<file path="src/rtl/read_data_resp.sv">
// read_data_resp: cache read-response path (hit word select, refill assembly, masked return).
// Define READ_EARLY_RESP_EN to return the critical word while the refill is still in progress.
module read_data_resp #(
    parameter int CASH_STR_WIDTH = 64,
    parameter int OFFSET_WIDTH   = 3,
    parameter int MEM_BUS_WIDTH  = 32
) (
    input  logic                      clk,
    input  logic                      rst_n,
    input  logic                      req_valid,
    output logic                      req_ready,
    input  logic [OFFSET_WIDTH-1:0]   req_offset,
    input  logic [3:0]                req_bval,
    input  logic                      hit,
    input  logic [CASH_STR_WIDTH-1:0] hit_data,
    input  logic                      mem_rvalid,
    input  logic [MEM_BUS_WIDTH-1:0]  mem_rdata,
    output logic                      fill_valid,
    output logic [CASH_STR_WIDTH-1:0] fill_data,
    output logic                      sys_rvalid,
    input  logic                      sys_rready,
    output logic [31:0]               sys_rdata
);
    localparam int BEATS = CASH_STR_WIDTH / MEM_BUS_WIDTH;
    localparam int CNT_W = $clog2(BEATS);
    localparam int WW    = OFFSET_WIDTH - 2;
    localparam logic [CNT_W-1:0] LAST = CNT_W'(BEATS - 1);

    typedef enum logic [1:0] {IDLE, FILL, RESP} state_t;

    state_t                    state_q, state_d;
    logic [CNT_W-1:0]          cnt_q, cnt_d;
    logic [CASH_STR_WIDTH-1:0] line_q, line_d;
    logic [CASH_STR_WIDTH-1:0] fill_data_q, fill_data_d;
    logic [WW-1:0]             w_q, w_d;
    logic [3:0]                bval_q, bval_d;
    logic                      fill_valid_q, fill_valid_d;
    logic                      sys_rvalid_q, sys_rvalid_d;
    logic [31:0]               sys_rdata_q, sys_rdata_d;
    logic                      handshake;
    logic                      unused_ok;

    function automatic logic [31:0] pick(input logic [CASH_STR_WIDTH-1:0] line,
                                         input logic [WW-1:0] w, input logic [3:0] be);
        logic [31:0] word;
        word = line[32*w +: 32];
        for (int i = 0; i < 4; i++) pick[8*i +: 8] = be[i] ? word[8*i +: 8] : 8'h00;
    endfunction

`ifdef READ_EARLY_RESP_EN
    logic             done_q, done_d;
    logic [CNT_W-1:0] crit;
    // beat that completes the requested word
    assign crit = CNT_W'((32'(w_q) * 32 + 31) / MEM_BUS_WIDTH);
`endif

    assign handshake  = sys_rvalid_q & sys_rready;
    assign unused_ok  = ^req_offset[1:0];
    assign req_ready  = (state_q == IDLE);
    assign fill_valid = fill_valid_q;
    assign fill_data  = fill_data_q;
    assign sys_rvalid = sys_rvalid_q;
    assign sys_rdata  = sys_rdata_q;

    always_comb begin
        state_d      = state_q;
        cnt_d        = cnt_q;
        line_d       = line_q;
        fill_data_d  = fill_data_q;
        w_d          = w_q;
        bval_d       = bval_q;
        fill_valid_d = 1'b0;
        sys_rvalid_d = sys_rvalid_q;
        sys_rdata_d  = sys_rdata_q;
`ifdef READ_EARLY_RESP_EN
        done_d       = done_q;
`endif
        case (state_q)
            IDLE: if (req_valid) begin
                w_d    = req_offset[OFFSET_WIDTH-1:2];
                bval_d = req_bval;
                cnt_d  = '0;
`ifdef READ_EARLY_RESP_EN
                done_d = 1'b0;
`endif
                if (hit) begin
                    line_d       = hit_data;
                    state_d      = RESP;
                    sys_rvalid_d = 1'b1;
                    sys_rdata_d  = pick(hit_data, req_offset[OFFSET_WIDTH-1:2], req_bval);
                end else begin
                    state_d = FILL;
                end
            end
            FILL: begin
`ifdef READ_EARLY_RESP_EN
                if (handshake) begin
                    sys_rvalid_d = 1'b0;
                    done_d       = 1'b1;
                end
`endif
                if (mem_rvalid) begin
                    line_d[cnt_q*MEM_BUS_WIDTH +: MEM_BUS_WIDTH] = mem_rdata;
                    cnt_d = cnt_q + 1'b1;
`ifdef READ_EARLY_RESP_EN
                    if (cnt_q == crit) begin
                        sys_rvalid_d = 1'b1;
                        sys_rdata_d  = pick(line_d, w_q, bval_q);
                    end
`endif
                    if (cnt_q == LAST) begin
                        cnt_d        = '0;
                        fill_data_d  = line_d;
                        fill_valid_d = 1'b1;
`ifdef READ_EARLY_RESP_EN
                        state_d      = (done_q | handshake) ? IDLE : RESP;
`else
                        state_d      = RESP;
                        sys_rvalid_d = 1'b1;
                        sys_rdata_d  = pick(line_d, w_q, bval_q);
`endif
                    end
                end
            end
            RESP: if (handshake) begin
                state_d      = IDLE;
                sys_rvalid_d = 1'b0;
            end
            default: state_d = IDLE;
        endcase
    end

    always_ff @(posedge clk or negedge rst_n) begin
        if (!rst_n) begin
            state_q      <= IDLE;
            cnt_q        <= '0;
            line_q       <= '0;
            fill_data_q  <= '0;
            w_q          <= '0;
            bval_q       <= '0;
            fill_valid_q <= 1'b0;
            sys_rvalid_q <= 1'b0;
            sys_rdata_q  <= '0;
`ifdef READ_EARLY_RESP_EN
            done_q       <= 1'b0;
`endif
        end else begin
            state_q      <= state_d;
            cnt_q        <= cnt_d;
            line_q       <= line_d;
            fill_data_q  <= fill_data_d;
            w_q          <= w_d;
            bval_q       <= bval_d;
            fill_valid_q <= fill_valid_d;
            sys_rvalid_q <= sys_rvalid_d;
            sys_rdata_q  <= sys_rdata_d;
`ifdef READ_EARLY_RESP_EN
            done_q       <= done_d;
`endif
        end
    end
endmodule
</file>
<file path="config.mk">
export PLATFORM = sky130hd
export DESIGN_NAME = read_data_resp
export DESIGN_NICKNAME = d
export VERILOG_FILES = /design/src/rtl/read_data_resp.sv
export SDC_FILE = /design/constraint.sdc
export NUM_CORES = 1
export LEC_CHECK = 0
export CAP_MARGIN = 20
export CORE_ASPECT_RATIO = 0.7
export CORE_MARGIN = 4
export CORE_UTILIZATION = 40
export DETAILED_ROUTE_END_ITERATION = 6
export GPL_TIMING_DRIVEN = 0
export PLACE_DENSITY = 0.7
export SLEW_MARGIN = 20
export SYNTH_ARGS = -nofsm -noshare
export SYNTH_HDL_FRONTEND = slang
export SYNTH_SLANG_ARGS = --single-unit
</file>
<file path="constraint.sdc">
create_clock -name clk -period 2.4 [get_ports clk]
set_clock_uncertainty 0.2 [all_clocks]
set_input_delay 0.48 -clock clk [delete_from_list [all_inputs] [get_ports clk]]
set_output_delay 0.48 -clock clk [all_outputs]
set_load 0.1 [all_outputs]
</file>
==> results of run 1 <==
==> synthesized netlist by cell type (2+ instances only) <==
cell type | n | area, µm²
nor2_1 | 6 | 22.52
nand2_1 | 269 | 1010
nand3b_1 | 2 | 15.01
o221ai_1 | 31 | 271.5
o21ai_0 | 37 | 185.2
buf_1 | 6 | 22.52
buf_2 | 14 | 70.07
buf_4 | 2 | 15.01
a21oi_1 | 34 | 170.2
nor3b_1 | 3 | 22.52
and3_1 | 32 | 200.2
a21o_1 | 2 | 15.01
clkbuf_1 | 27 | 101.4
mux2i_1 | 63 | 630.6
inv_1 | 4 | 15.01
mux2_2 | 5 | 56.30
dfrtp_1 | 139 | 3478
==> metrics by stage <==
stage	instances	setup TNS, ns
3_3_place_gp	1096	-744.35
5_1_grt	1127	0
6_report	1127	0
3_5_place_dp	1097	-30.51
4_1_cts	1127	0
2_1_floorplan	692	0
==> state kept, by name, summed over array words and instances, names as in the netlist <==
name,count
fill_data,64
sys_rvalid,1
state_q,2
w_q,1
cnt_q,1
line_q,33
bval_q,4
sys_rdata,32
fill_valid,1
==> layer usage <==
layer | part of all wire (%) | track usage (%) | vias up
met1 | 46 | 34.28 | 2925
met2 | 43 | 36.66 | 250
met5 | 0 | 0 | -
met4 | 0.97 | 5.665 | 0
li1 | - | - | 2791
met3 | 10 | 8.420 | 19
==> area by class of cell <==
type / count / area [µm²] / share of cell area [%]
timing repair buffer: 206 / 1954 / 21.19
buffer: 50 / 225.2 / 2.442
clock buffer: 17 / 425.4 / 4.613
inverter: 6 / 23.77 / 0.2578
clock inverter: 12 / 151.4 / 1.642
multi-input combinational: 497 / 2714 / 29.43
tap: 200 / 250.2 / 2.713
sequential: 139 / 3478 / 37.72
==> cells by family (layout without fill, tap and decap cells) <==
kind of cell | Yosys count | in the layout | share of synthesized area (%)
buffers and inverters | 56 | 291 | 3.794
AND/OR/NAND/NOR | 318 | 318 | 20.51
multiplexers | 68 | 68 | 10.68
XOR/XNOR | 1 | 1 | 0.1362
flip-flops | 139 | 139 | 54.09
AO/OA/AOI/OAI | 110 | 110 | 10.80
==> cell usage in the layout (no fill, tap or decap), types with 2 or more instances in the layout <==
master and count:
inv_1 4, nand2_1 269, nor2_2 2, buf_2 15
o221ai_1 31, mux2i_1 63, clkdlybuf4s50_1 104, dfrtp_1 139
buf_4 2, clkbuf_16 17, bufinv_16 3, clkinv_2 5
o21ai_0 37, dlygate4sd2_1 96, clkbuf_1 23, a21o_1 2
clkbuf_2 5, clkinv_4 2, nand3b_1 2, mux2_2 5
a21oi_1 34, nor2_1 4, buf_1 6, nor3b_1 3
and3_1 32, clkinvlp_4 2
==> worst max-delay path by stage <==
stage / start / endpoint
finish: fill_data[5] / fill_data[5]
global route: fill_data[21] / fill_data[21]
CTS: mem_rvalid / sys_rdata[10]
detailed placement: mem_rvalid / fill_data[40]
global placement: rst_n / fill_data[47]
floorplan: state_q[1] / req_ready
==> timing repair <==
| action | 4_1_cts | 5_1_grt |
|---|---|---|
| buffers inserted | 0 | 0 |
| endpoints found under the setup margin | 99 | 66 |
| endpoints found under the hold margin | 55 | 0 |
| resized for setup | 104 | 11 |
| hold buffers | 1 | 0 |
| pin swaps | 0 | 0 |
==> flow_summary.yaml, run 1 <==
worst_setup_path:
  r2r_start: "state_q[1]"
  crit_path_max_fanout: 2
  crit_slowest_cell: "dlygate4sd2_1"
  critical_path.startpoint_type: "flip-flop"
  required_ns: 1.72
  reg2reg_depth: 3
  cp_num_buf_inv: 1
  path_depth: 1
  path_delay_family: "buffers and inverters"
  crit_path_max_incr_delay_ns: 0.88
  critPathArrivalTime_ns: 1.68
  reg2reg_setup_slack_ns: 0.19
  end_kind: "output port"
  path_cells: "dlygate4sd2_1"
  worstReg2RegEnd: "w_q"
  worstSetupPathType: "reg -> out"
layout:
  drive_above_1_share_pct: 7.120
  utilization_pct: 58.96
  design_area_um2: 9223
  antennaDiodeCount: 0
  fillerInstances: 1431
  final_nets: 1026
  area_growth_pct: 43.40
synthesis:
  synthesis.instances: 692
  synth_flop_cell: "dfrtp_1"
  async_flop_share_pct: 100.0
  synth_nets: 801
  ys_ff_latch: 139
  synth_cell_types: 33
  syn_area_per_cell_um2: 9.294
  synth_edf_count: 0
  netlist_area_um2: 6431
  synth_warnings: 0
  yosysSeqAreaShare_pct: 54.09
clocking:
  htree_levels: 4
  ctsRootBufferMaster: "clkbuf_16"
  cts_tree: "done"
  clock_latency_ns: 0.41
  cts.clk_slew.worst_paths_ns: 0.07
  cts_buffers: 17
  clock_path_buffers: 2
  clkSinkCount: 139
detailed_routing:
  drc_errors: 0
  drt_iter0_drc: 426
  firstDrtPassIters: 5
  wl_per_cell_um: 19.60
  drtAntennaViolNets: 0
  num_vias: 5985
  routed_via_density: 5.311
  totalWireLength_um: 22090
floorplanning:
  fp-row-count: 38
  die_x_um: 159.6
  io_pins: 208
  dieArea_um2: 18200
  core_area_um2: 15640
  start_util_pct: 41.11
  die_h_um: 114.1
global_routing:
  grt_pass1_wl_um: 34590
  antenna_found_initial: 0
  grt-ovfl-total: 0
  grt_pass1_vias: 6127
  grt_max_degree: 85
  grt_use_total_pct: 24.39
sta:
  finalHoldViolations: 0
  period_share_pct: 98.20
  clock.fmax_ghz: 0.4243
  setup_viol: 0
  holdWs_ns: 0.2684
  max-slew-margin-rel_pct: 30.79
  rsz0062_at_grt: "false"
  worst_slew_pin_slew_ns: 1.042
  fin_crit_ns: 2.357
  maxSlewViolCount: 0
  setup_ws_ns: 0.04326
outcome:
  status: "completed"
run:
  max-cap-violations: 0
min_path:
  hp-class: "reg -> reg"
  hold_path_end: "fill_data[37]"
  hold_start: "fill_data[37]"
  whs_path_depth: 2
placement:
  place_area_um2: 8758
  gp_congestion: 0.8044
  place_ws_ns: -0.4163
  portBuffers: 204
  hpwlAfterDp_um: 15740
Power of run 1 is left out: the tool's default activity adds up to more than one toggle a clock period on the data nets, which glitch-free logic cannot reach.
==> inputs of run 2 (changes only) <==
--- a/config.mk
+++ b/config.mk
@@ -7,7 +7,6 @@
 export LEC_CHECK = 0
 export CAP_MARGIN = 20
 export CORE_ASPECT_RATIO = 0.7
-export CORE_MARGIN = 4
 export CORE_UTILIZATION = 40
 export DETAILED_ROUTE_END_ITERATION = 6
 export GPL_TIMING_DRIVEN = 0
==> flow_summary.yaml, run 2 (synthesis results as in run 1) <==
placement:
  portBuffers: 204
  gp_congestion: 0.8304
  hpwlAfterDp_um: 14920
  place_area_um2: 8758
min_path:
  hp-class: "reg -> reg"
floorplanning:
  die_h_um: 108.1
  die_x_um: 153.6
  dieArea_um2: 16600
  start_util_pct: 41.24
  io_pins: 208
  fp-row-count: 38
  core_area_um2: 15600
detailed_routing:
  firstDrtPassIters: 5
  drt_iter0_drc: 331
  routed_via_density: 5.256
  totalWireLength_um: 21280
  wl_per_cell_um: 18.85
  drc_errors: 0
  num_vias: 5934
  drtAntennaViolNets: 0
layout:
  largest_register_ffs: 64
  multiInputGateArea_um2: 2714
  antennaDiodeCount: 0
  regArea_um2: 3478
  drive_above_1_share_pct: 7.104
  area_growth_pct: 43.31
  final_nets: 1026
  final_common_cell: "nand2_1"
  fillerInstances: 1387
  design_area_um2: 9216
  final_cell_mix: "nand2_1, dfrtp_1, clkdlybuf4s50_1, dlygate4sd2_1, mux2i_1"
sta:
  fin_crit_ns: 2.353
  holdWs_ns: 0.2665
  setup_viol: 0
  finalHoldViolations: 0
  maxSlewViolCount: 0
  period_share_pct: 98.06
  rsz0062_at_grt: "false"
  max-slew-margin-rel_pct: 31.27
  worst_slew_pin_slew_ns: 1.035
  clock.fmax_ghz: 0.4249
worst_setup_path:
  crit_path_max_fanout: 2
  critPathArrivalTime_ns: 1.67
  end_kind: "output port"
  path_delay_family: "buffers and inverters"
  required_ns: 1.72
  path_cells: "dlygate4sd2_1"
  worstSetupPathType: "reg -> out"
  crit_slowest_cell: "dlygate4sd2_1"
  cp_num_buf_inv: 1
  critical_path.startpoint_type: "flip-flop"
  crit_path_max_incr_delay_ns: 0.90
clocking:
  cts_buffers: 17
  htree_levels: 4
  cts.clk_slew.worst_paths_ns: 0.06
  cts_tree: "done"
  ctsRootBufferMaster: "clkbuf_16"
  clkSinkCount: 139
  clock_path_buffers: 2
  cts_setup_buffers: 0
  clock_latency_ns: 0.41
global_routing:
  grt_use_total_pct: 26.76
  met3_usage_pct: 7.735
  gr-usage-met1_pct: 37.94
  grt_max_degree: 96
  grt_pass1_wl_um: 33710
  grt_pass1_vias: 5981
  grt_busiest_layer: "met2"
  antenna_found_initial: 0
  grt-ovfl-total: 0
  grt_use_met2_pct: 39.68
outcome:
  status: "completed"
run:
  max-cap-violations: 0
-- run 2: per-layer routing --
layer	vias to the layer above	routed length (µm)
met5	-	0
met2	267	8907
met4	0	270
li1	2802	-
met1	2839	10170
met3	26	1932
-- run 2: per-stage QoR --
stage,TNS [ns],util (%),std cells,setup slack [ns]
after global placement,-742.16,55.95,1096,-5.175
after global routing,0,59.10,1129,0.002336
final,0,59.10,1129,0.04654
after CTS,0,59.07,1129,0.02254
after floorplan,0,-,692,0.3325
after detailed placement,-24.81,56.16,1097,-0.3504
-- run 2: cell type report --
| class | instances | area share (%) |
|---|---|---|
| flip-flops and latches | 139 | 37.74 |
| multi-input cells | 497 | 29.45 |
| repair buffers | 206 | 21.21 |
| clock buffers | 18 | 4.657 |
| well taps | 200 | 2.715 |
| plain buffers | 50 | 2.430 |
| clock inverters | 13 | 1.548 |
| inverters | 6 | 0.2579 |
-- run 2: path summary, 6_finish.rpt --
| check | from | endpoint | slack [ns] | cells past startpoint |
|---|---|---|---|---|
| min in group asynchronous | rst_n | fill_data[34] | 0.35 | 2 |
| max reg2reg | state_q[1] | bval_q[2] | 0.22 | 3 |
| max in group asynchronous | rst_n | sys_rdata[17] | 0.84 | 3 |
| max | fill_data[24] | fill_data[24] | 0.05 | 1 |
| min | fill_data[26] | fill_data[26] | 0.27 | 2 |
| min reg2reg | fill_data[26] | fill_data[26] | 0.27 | 2 |
-- run 2: worst reg2reg max path, cell delays in order, from the launching register on --
cell and delay [ns]:
dfrtp_1 0.41, clkbuf_1 0.24, nor3b_1 0.81, mux2_2 0.41
-- run 2: repair_timing --
action                                  4_1_cts  5_1_grt
endpoints found under the setup margin       99       42
hold endpoints to repair                     44        0
hold buffers                                  1        0
gates resized for setup                     103       10
Power of run 2 is left out for the same reason.
